### config.mk
export PLATFORM = sky130hd
export DESIGN_NAME = scroll_display_buffer
export DESIGN_NICKNAME = d
export VERILOG_FILES = /design/src/rtl/scroll_display_buffer.sv
export SDC_FILE = /design/constraint.sdc
export NUM_CORES = 1
export LEC_CHECK = 0
export BUFFER_PORTS_ARGS = -buffer_cell sky130_fd_sc_hd__buf_2
export CAP_MARGIN = 25
export CORE_MARGIN = 2
export CORE_UTILIZATION = 40
export DETAILED_ROUTE_END_ITERATION = 8
export GPL_ROUTABILITY_DRIVEN = 1
export HOLD_SLACK_MARGIN = 0.15
export MAX_ROUTING_LAYER = met4
export PLACE_DENSITY = 0.63
export SLEW_MARGIN = 5
export SYNTH_ARGS = -nofsm -noshare
export SYNTH_HDL_FRONTEND = slang
export SYNTH_SLANG_ARGS = --single-unit
### constraint.sdc
create_clock -name clk -period 6.05 [get_ports clk]
set_input_delay 1.21 -clock clk [delete_from_list [all_inputs] [get_ports clk]]
set_output_delay 1.21 -clock clk [all_outputs]
set_load 0.005 [all_outputs]
### src/rtl/scroll_display_buffer.sv
// scroll_display_buffer: circular character store feeding a static or scrolling 7-segment window
module scroll_display_buffer #(
  parameter int CHAR_W = 5,
  parameter int DEPTH = 16,
  parameter int DIGITS = 8,
  parameter logic [CHAR_W-1:0] BLANK_CODE = {1'b1, {(CHAR_W-1){1'b0}}}
) (
  input  logic                               clk,
  input  logic                               rst,
  input  logic                               clear,
  input  logic                               wr_en,
  input  logic [CHAR_W-1:0]                  wr_data,
  input  logic                               mode,
  input  logic                               step,
  input  logic                               char_req,
  output logic [CHAR_W-1:0]                  char_out,
  output logic                               char_valid,
  output logic [($clog2(DIGITS)|1)-1:0]      char_dig,
  output logic [$clog2(DEPTH+1)-1:0]         count,
  output logic                               full
);
  localparam int PW = $clog2(DEPTH);
  localparam int CW = $clog2(DEPTH+1);
  localparam int DW = $clog2(DIGITS) | 1;
  localparam int W = $clog2(DEPTH+DIGITS);
  localparam logic [W:0] DIG_L = (W+1)'(DIGITS);
  logic [CHAR_W-1:0] mem_q [DEPTH];
  logic [PW-1:0] head_q, head_d, wr_addr, rd_addr;
  logic [CW-1:0] count_q, count_d;
  logic [W-1:0] off_q, off_d;
  logic [DW-1:0] dig_q, dig_d, char_dig_q, char_dig_d;
  logic mode_q, valid_q, valid_d, we, mc;
  logic [CHAR_W-1:0] char_out_q, char_out_d, rd_char;
  logic [W:0] len, s_sum, s_idx, p_sum, p, idx;
  logic s_blank, sc_blank, blank;
  // Both window positions are computed one extra bit wide so nothing wraps.
  always_comb begin
    len = (W+1)'(count_q) + DIG_L;
    s_sum = (W+1)'(dig_q) + (W+1)'(count_q);
    s_blank = s_sum < DIG_L;
    s_idx = s_sum - DIG_L;
    p_sum = {1'b0, off_q} + (W+1)'(dig_q);
    p = (p_sum >= len) ? p_sum - len : p_sum;
    sc_blank = p >= (W+1)'(count_q);
    idx = mode_q ? p : s_idx;
    blank = mode_q ? sc_blank : s_blank;
    rd_addr = head_q + PW'(idx);
    rd_char = blank ? BLANK_CODE : mem_q[rd_addr];
    wr_addr = head_q + PW'(count_q);
    full = count_q == CW'(DEPTH);
    mc = mode != mode_q;
  end
  always_comb begin
    count_d = count_q;
    head_d = head_q;
    off_d = off_q;
    dig_d = dig_q;
    char_out_d = char_out_q;
    char_dig_d = char_dig_q;
    valid_d = 1'b0;
    we = 1'b0;
    if (clear) begin
      count_d = '0;
      off_d = '0;
      dig_d = '0;
    end else begin
      we = wr_en;
      if (wr_en) begin
        head_d = full ? head_q + 1'b1 : head_q;
        count_d = full ? count_q : count_q + 1'b1;
      end
      if (step && mode_q)
        off_d = ({1'b0, off_q} == len - 1'b1) ? '0 : off_q + 1'b1;
      if (char_req) begin
        char_out_d = rd_char;
        char_dig_d = dig_q;
        valid_d = 1'b1;
        dig_d = (dig_q == DW'(DIGITS-1)) ? '0 : dig_q + 1'b1;
      end
      // A mode change restarts the frame; the same-cycle request still used mode_q.
      if (mc) begin
        off_d = '0;
        dig_d = '0;
      end
    end
  end
  always_ff @(posedge clk) begin
    if (rst) begin
      head_q <= '0;
      count_q <= '0;
      off_q <= '0;
      dig_q <= '0;
      mode_q <= 1'b0;
      char_out_q <= BLANK_CODE;
      char_dig_q <= '0;
      valid_q <= 1'b0;
    end else begin
      head_q <= head_d;
      count_q <= count_d;
      off_q <= off_d;
      dig_q <= dig_d;
      mode_q <= mode;
      char_out_q <= char_out_d;
      char_dig_q <= char_dig_d;
      valid_q <= valid_d;
    end
  end
  always_ff @(posedge clk) begin
    if (rst)
      mem_q <= '{default: '0};
    else if (we)
      mem_q[wr_addr] <= wr_data;
  end
  assign char_out = char_out_q;
  assign char_valid = valid_q;
  assign char_dig = char_dig_q;
  assign count = count_q;
endmodule

; Yosys cells after proc, flatten, opt, wreduce, memory -nomap -nowiden
; Cells that the tools add are included.
[totals]
rom_bits = 0
ramBits = 0
latch_bits = 0
register_bits = 107
mem_count = 0
input_bits = 12
out_inout_bits = 15
elab_cells = 71
[classes]
n_addsub = 12
bitwise = 4
reduce_logical = 7
div_mod_pow = 0
n_mux = 14
n_eq_ne = 4
n_shift = 0
magnitude_cmp = 6
mul = 0
[op_table]
columns = cell, count
row1 = 80-bit bitwise mux, 1
row2 = 5-bit 2-to-1 mux, 5
row3 = 5-bit binary-select mux with 4-bit select, 1
row4 = 5-bit demux with 4-bit select, 1
row5 = "5-bit by 1-bit adder with 5-bit output, second input constant", 2
row6 = "5-bit greater-or-equal comparator, second input constant", 2
row7 = 4-bit NOT with 5-bit output, 2
row8 = 4-bit adder, 2
row9 = 3-bit by 5-bit adder with 6-bit output, 1
row10 = 5-bit by 3-bit adder with 6-bit output, 1
row11 = "5-bit by 4-bit adder with 6-bit output, second input constant", 1
row12 = 5-bit by 6-bit == test with 1-bit output, 1
row13 = 6-bit by 5-bit greater-or-equal comparator with 1-bit output, 1
row14 = 6-bit greater-or-equal comparator, 1
row15 = "6-bit by 4-bit < comparator with 1-bit output, second input constant", 1
row16 = 6-bit 2-to-1 mux, 1
row17 = "6-bit by 1-bit subtractor with 6-bit output, second input constant", 1
row18 = 6-bit subtractor, 1
row19 = "5-bit == test, second input constant", 1
row20 = "5-bit by 1-bit < comparator with 1-bit output, second input constant", 1
row21 = "4-bit by 1-bit adder with 4-bit output, second input constant", 1
row22 = 4-bit 2-to-1 mux, 1
row23 = 2-bit AND reduction, 2
row24 = "4-bit subtractor, second input constant", 1
row25 = 10 further kinds, 14

; Logic depth before layout (Yosys ltp)
; Gate-level depths: netlist of run 1.
[logic_depth]
ltp_word = 10
mapped_depth = 20
ltp_nobuf = 20

; Worst setup path before layout of run 1
; Ideal clock, no wire load.
[synth_path]
kind = register -> register
from = reg off_q[0]
to = reg char_out_q[3], in the netlist char_out[3]
stages_incl_launch_ff = 18
slack_ns = 1.377
path_buffers = 1
synth_period_minus_slack_ns = 4.673
t_arrival_ns = 4.556
cell_sequence = dfxtp_1 -> ha_1 -> fa_1 -> inv_1 -> fa_1 -> a21boi_2 -> o21ai_1 -> o21bai_4 -> o21ai_0 -> a21oi_1 -> ha_1 -> inv_1 -> fa_1 -> clkbuf_1 -> mux4_2 -> mux2i_1 -> mux2i_1 -> a22o_1
[synth_via]
elab_chain_len = 10
[synth_rtl]
columns = item, line
row1 = "start, declared", 30  ; logic [W-1:0] off_q, off_d;
row2 = "start signal, assigned", 91  ; off_q <= '0;
row3 = "start signal, assigned", 100  ; off_q <= off_d;
row4 = 5-bit by 3-bit adder with 6-bit output *, 42  ; p_sum = {1'b0, off_q} + (W+1)'(dig_q);
row5 = 6-bit subtractor or 6-bit greater-or-equal comparator (tied branches), 43  ; p = (p_sum >= len) ? p_sum - len : p_sum;
row6 = 6-bit 2-to-1 mux *, 43
row7 = 4-bit 2-to-1 mux, 45  ; idx = mode_q ? p : s_idx;
row8 = 4-bit adder, 47  ; rd_addr = head_q + PW'(idx);
row9 = 4-bit NOT with 5-bit output (not written as such), 48  ; rd_char = blank ? BLANK_CODE : mem_q[rd_addr];
row10 = 5-bit binary-select mux with 4-bit select, 48
row11 = 5-bit 2-to-1 mux (not written as such) (2 in a row), 48
row12 = 5-bit 2-to-1 mux *, 48
row13 = "end signal, assigned", 103  ; char_out_q <= char_out_d;
row14 = "end, declared", 33  ; logic [CHAR_W-1:0] char_out_q, char_out_d, rd_char;
; Mark *: on every way between the ends. The rest lies on a longest branch, timed or not. The select of a mux whose other input is x is not followed.
; A chain may end at the register's enable or synchronous reset.

; Worst setup path after layout of run 1
[layout_path]
from = reg off_q[0]
to = reg char_out_q[4], in the netlist char_out[4]
; The elaborated chain is that of the path after synthesis.

==> flow_metrics.py, run 1 <==
metrics = {
    "routing": {
        "drt-wirelength-per-cell_um": 17.25,
        "first_pass_iters": 4,
        "drc": 0,
        "drtIter0Drc": 348,
        "vias": 4255,
        "vias_per_cell": 5.386,
        "postRouteAntennaNets": 0,
        "drt_wl_total_um": 13620,
    },
    "synth": {
        "yosys-top-cells-area": "dfxtp_1 37%, mux2i_1 15%, mux4_2 7.9%, ha_1 7.2%, nor2_1 7.2%",
        "synth_area_leader_cell": "dfxtp_1",
        "syn_avg_cell_area_um2": 9.710,
        "ys_warn_count": 0,
        "synth_ff_type": "dfxtp_1",
        "yosysSeqAreaShare": 0.3745,
        "synth_edf_count": 0,
        "ys_types": 39,
        "yosysMostFrequentCell": "nor2_1",
        "synth_cells": 589,
        "synth_top_cells_by_count": "109 x nor2_1, 107 x dfxtp_1, 86 x mux2i_1",
        "syn_area_um2": 5719,
        "synth-seq-cells": 107,
        "synth_top_area_share": 0.3745,
        "synth_nets": 639,
        "async_reset_ff_frac": 0,
    },
    "clocking": {
        "post_cts_buffers": 0,
        "cts_resized": 0,
        "clock-sinks": 107,
        "path_clk_slew_ns": 0.07,
        "insertion_delay_ns": 0.35,
        "cts_buffers": 9,
        "cts_buffer_depth": 2,
        "htree_levels": 3,
        "root_buffer": "clkbuf_16",
        "hold_buffers": 0,
        "cts_tree": "yes",
    },
    "power": {
        "leakage_nw": 2.715,
        "switching_share": 0.2360,
        "p_comb_frac": 0.060,
        "clkPwrFrac": 0.439,
        "power_density_nw_per_um2": 224.2,
        "power.switching_mw": 0.3355,
        "intPower_mw": 1.086,
        "pwr-share-seq": 0.501,
        "ir_drop_uv": 139.5,
    },
    "final_layout": {
        "drive_gt1_frac": 0.1279,
        "regArea_um2": 2142,
        "nets": 655,
        "fillers": 1316,
        "syn_to_final_growth_pct": 10.85,
        "multiInputGateArea_um2": 3425,
        "antenna_cells": 0,
        "final_area_um2": 6340,
    },
    "run": {
        "max-cap-violations": 0,
    },
    "timing": {
        "setup-violations-final": 0,
        "report.final.slew_viol_count": 0,
        "rsz0062_at_grt": "no",
        "clock.fmax_mhz": 195.8,
        "final-hold-violation-count": 0,
        "min_period_ns": 5.106,
        "setup_tns_ns": 0,
        "worst_slew_pin_slew_ns": 1.050,
        "fin_skew_ns": 0.008552,
        "period_share": 0.8440,
        "slew_headroom": 0.3001,
    },
    "die": {
        "die_area_um2": 15270,
        "chipWidth_um": 123.6,
        "die_y_um": 123.6,
        "io_pins": 27,
        "rows": 43,
        "initial_core_util": 0.4104,
        "core_area_um2": 13930,
    },
    "worst_setup_path": {
        "end_kind": "flop",
        "crit_buf_inv": 2,
        "path_delay_family": "adder cells",
        "path_class": "flop to flop",
        "start_kind": "flop",
        "crit_required_ns": 6.28,
        "crit_fanout": 14,
        "arrival_ns": 5.34,
        "crit_chain": "ha_1 > fa_1 > a21o_1 > nand2_1 > xnor2_1 > ha_1 > nand4_1 > o21ai_1 > o21bai_4 > o21ai_0 > a21oi_1 > ha_1 > inv_1 > fa_1 > buf_12 > mux4_2 > mux2i_1 > mux2_4 > a21oi_2",
        "critical_path.max_stage_delay_ns": 0.84,
        "critPathSlowestCell": "fa_1",
        "crit_path_frequent_cell": "ha_1",
    },
    "placement": {
        "portBuffers": 26,
        "dpl_cell_area_um2": 6021,
        "gp_congestion": 0.8912,
        "dp_hpwl_um": 9801,
    },
    "global_routing": {
        "antenna_found_initial": 0,
        "grt_usage": 0.1940,
        "gr-total-overflow": 0,
        "grt_pass1_wl_um": 21940,
        "first_global_vias": 4179,
        "grt_max_degree": 92,
    },
    "status": {
        "run_status": "complete, no violations",
    },
    "hold_path": {
        "hold_class": "flop to flop",
    },
}
-- sequential cells by signal, summed over array words and instances, names as in the netlist --
register / flops
mem_q: 80
char_dig: 3
head_q: 4
mode_q: 1
char_valid: 1
char_out: 5
dig_q: 3
count: 5
off_q: 5
-- logic make-up after synthesis --
| family | after synthesis | synth area share |
|---|---|---|
| mux | 110 | 0.2385 |
| compound gates | 61 | 0.06979 |
| buf+inv | 40 | 0.02669 |
| fa+ha+maj | 38 | 0.08970 |
| simple gates | 199 | 0.1474 |
| xor+xnor | 34 | 0.05338 |
| flops | 107 | 0.3745 |
-- power by group through the flow --
stage,combinational [mW],clock [mW],sequential (mW)
3_3_place_gp,0.0823,0,0.729
5_1_grt,0.0923,0.666,0.713
2_1_floorplan,0.0576,0,0.727
4_1_cts,0.0846,0.635,0.713
6_report,0.0849,0.624,0.713
3_5_place_dp,0.0839,0,0.729
-- stage by stage --
step | instances | hold slack, ns | util | total power [mW] | setup slack (ns)
finish | 790 | 0.4614 | 0.4550 | 1.422 | 0.9438
global route | 790 | 0.4793 | 0.4550 | 1.472 | 0.6071
CTS | 790 | 0.4623 | 0.4550 | 1.432 | 0.8840
detailed placement | 774 | 0.4508 | 0.4321 | 0.8132 | 0.8828
global placement | 774 | 0.4419 | 0.4321 | 0.8113 | 1.038
floorplan | 589 | 0.4333 | - | 0.7845 | 1.377
-- layer usage --
metal | up-vias | GRT usage | wire, um | share of wire
met5 | - | - | 0 | 0
met4 | 0 | 0.05043 | 218 | 0.016
met3 | 17 | 0.03663 | 713 | 0.052
met2 | 90 | 0.3156 | 6367 | 0.47
met1 | 2074 | 0.2494 | 6325 | 0.46
li1 | 2074 | - | - | -
-- final timing paths --
| check | startpoint | endpoint | slack [ns] | cells past startpoint |
|---|---|---|---|---|
| setup reg to reg | off_q[0] | char_out[4] | 0.94 | 19 |
| setup / recovery | off_q[0] | char_out[4] | 0.94 | 19 |
| hold / removal | mem_q[57] | mem_q[57] | 0.46 | 2 |
| hold reg to reg | mem_q[57] | mem_q[57] | 0.46 | 2 |
-- worst register-to-register path: cells and delay by family (launching register included) --
kind	cells	cell delay, ns
compound gates	6	0.98
xor+xnor	1	0.09
fa+ha+maj	5	2.02
buf+inv	2	0.31
flops	1	0.39
mux	3	1.02
simple gates	2	0.19
-- final cells by class --
class	instances	area share
timing repair buffer	30	0.02724
multi-input combinational	442	0.5402
clock inverter	5	0.01046
sequential	107	0.3379
tap	180	0.03552
inverter	15	0.008881
clock buffer	11	0.03987
-- placed cells by master (no fill, tap or decap), types with 3 or more instances in the layout --
master	count
a21o_1	8
a21oi_1	30
a21oi_2	3
a22o_1	5
buf_2	26
buf_4	3
clkbuf_16	9
dfxtp_1	107
fa_1	5
ha_1	33
inv_1	15
mux2i_1	86
mux4_2	20
nand2_1	42
nand2b_1	9
nand3_1	15
nand4_1	7
nor2_1	109
nor2b_1	4
nor3_1	5
o21ai_0	7
xnor2_1	19
xor2_1	14
Note: power is estimated with default switching activity, not from simulation.
==> inputs of run 2 (changes only) <==
==> constraint.sdc (replaced) <==
create_clock -name clk -period 5.2 [get_ports clk]
set_input_delay 1.04 -clock clk [delete_from_list [all_inputs] [get_ports clk]]
set_output_delay 1.04 -clock clk [all_outputs]
set_load 0.005 [all_outputs]
==> flow_metrics.py, run 2 (synthesis gave the netlist of run 1 again) <==
metrics = {
    "status": {
        "run_status": "complete, no violations",
    },
    "final_layout": {
        "antenna_cells": 0,
        "largest_reg_flops": 80,
        "final_cells": 796,
        "fillers": 1314,
        "drive_gt1_frac": 0.1364,
        "regArea_um2": 2142,
        "nets": 661,
        "regMostFlops": "mem_q",
        "layout_commonest_cell": "nor2_1",
        "syn_to_final_growth_pct": 11.31,
        "final_cell_mix": "109 x nor2_1, 107 x dfxtp_1, 86 x mux2i_1, 42 x nand2_1, 33 x ha_1",
        "final_area_um2": 6366,
        "multiInputGateArea_um2": 3425,
    },
    "worst_setup_path": {
        "critical_path.max_stage_delay_ns": 0.56,
        "startpoint": "off_q[0]",
        "crit_buf_inv": 2,
        "crit_path_frequent_cell": "ha_1",
        "crit_required_ns": 5.44,
        "path_class": "flop to flop",
        "start_kind": "flop",
        "critPathSlowestCell": "mux4_2",
        "r2r_slack_ns": 0.32,
        "crit_fanout": 14,
        "r2r-start": "off_q[0]",
        "arrival_ns": 5.12,
        "crit_chain": "ha_1 > fa_1 > a21o_1 > nand2_1 > xnor2_1 > ha_1 > nand4_1 > o21ai_1 > o21bai_4 > o21ai_0 > a21oi_1 > ha_1 > inv_1 > fa_1 > buf_4 > mux4_2 > mux2i_1 > mux2i_1 > a22o_1",
        "path_delay_family": "adder cells",
        "end_kind": "flop",
    },
    "routing": {
        "drt-wirelength-per-cell_um": 17.03,
        "drc": 0,
        "vias": 4324,
        "postRouteAntennaNets": 0,
        "drt-met1-wl_um": 6383,
        "first_pass_iters": 5,
        "drtIter0Drc": 386,
        "met2WireLength_um": 6262,
        "top_layer_used": "met4",
        "vias_per_cell": 5.432,
        "met3_length_um": 746,
        "drt_wl_total_um": 13550,
    },
    "global_routing": {
        "grt_max_degree": 50,
        "grt_pass1_wl_um": 22060,
        "gr-total-overflow": 0,
        "first_global_vias": 4176,
        "grt_usage": 0.1928,
        "antenna_found_initial": 0,
    },
    "die": {
        "rows": 43,
        "initial_core_util": 0.4104,
        "die_y_um": 123.6,
        "io_pins": 27,
        "die_area_um2": 15270,
        "core_area_um2": 13930,
        "chipWidth_um": 123.6,
    },
    "power": {
        "intPower_mw": 1.261,
        "power_density_nw_per_um2": 257.6,
        "p_comb_frac": 0.062,
        "power.switching_mw": 0.3791,
        "switching_share": 0.2311,
        "ir_drop_uv": 181.7,
        "leakage_nw": 2.743,
        "clkPwrFrac": 0.433,
        "pwr-share-seq": 0.504,
    },
    "timing": {
        "worst_slack_ns": 0.3248,
        "report.final.slew_viol_count": 0,
        "whs_ns": 0.4582,
        "fin_skew_ns": 0.008004,
        "setup-violations-final": 0,
        "min_period_ns": 4.875,
        "setup_tns_ns": 0,
        "final-hold-violation-count": 0,
        "worst_slew_pin_slew_ns": 0.8674,
        "period_share": 0.9375,
        "slew_headroom": 0.4217,
        "clock.fmax_mhz": 205.1,
        "rsz0062_at_grt": "no",
    },
    "clocking": {
        "clock-sinks": 107,
        "cts_buffer_depth": 2,
        "insertion_delay_ns": 0.35,
        "path_clk_slew_ns": 0.07,
        "cts_tree": "yes",
        "root_buffer": "clkbuf_16",
        "htree_levels": 3,
        "post_cts_buffers": 0,
        "cts_resized": 0,
        "cts_buffers": 9,
        "hold_buffers": 0,
    },
    "hold_path": {
        "hold_class": "flop to flop",
        "min-delay-start": "mem_q[77]",
    },
    "placement": {
        "placed_cells": 780,
        "dpl_cell_area_um2": 6053,
        "portBuffers": 26,
        "dp_hpwl_um": 9982,
        "dp_slack_ns": 0.3258,
        "gp_congestion": 0.8787,
    },
    "run": {
        "max-cap-violations": 0,
    },
}
run 2: changes by cell type in the layout (fill, tap and decap cells not counted):
cell / before / now
buf_4: 3 / 10
clkinv_2: 0 / 2
buf_12: 1 / 0
clkinvlp_4: 1 / 0
inv_6: 1 / 0
run 2: layout make-up:
class,instances,share of cell area
Tap cell,180,0.03538
Clock inverter,5,0.009434
Inverter,15,0.008844
Sequential cell,107,0.3365
Clock buffer,11,0.03970
Timing Repair Buffer,36,0.03223
Multi-Input combinational cell,442,0.5379
run 2: routing by layer:
layer,vias to the layer above,track usage
met5,-,-
met4,0,0.04474
met3,15,0.03892
met2,122,0.3032
met1,2098,0.2570
li1,2089,-
run 2: power groups by stage:
| stage | Clock (mW) | Combinational (mW) | Sequential (mW) |
|---|---|---|---|
| 6_report | 0.711 | 0.102 | 0.827 |
| 3_5_place_dp | 0 | 0.101 | 0.846 |
| 5_1_grt | 0.754 | 0.111 | 0.828 |
| 2_1_floorplan | 0 | 0.0670 | 0.846 |
| 4_1_cts | 0.727 | 0.102 | 0.827 |
| 3_3_place_gp | 0 | 0.100 | 0.846 |
run 2: path summary, 6_finish.rpt:
kind,depth (start not counted),to
max,19,char_out[2]
min,2,mem_q[77]
max reg2reg,19,char_out[2]
min reg2reg,2,mem_q[77]
run 2: per-stage QoR:
| step | power (mW) | util |
|---|---|---|
| 3_5_place_dp | 0.9477 | 0.4344 |
| 2_1_floorplan | 0.9127 | - |
| 4_1_cts | 1.656 | 0.4569 |
| 3_3_place_gp | 0.9465 | 0.4344 |
| 6_report | 1.640 | 0.4569 |
| 5_1_grt | 1.693 | 0.4569 |
run 2: tightest hold or removal path: stages (launching register included):
cell	delay [ns]
dfxtp_1	0.31
nand2_1	0.05
a21oi_1	0.05
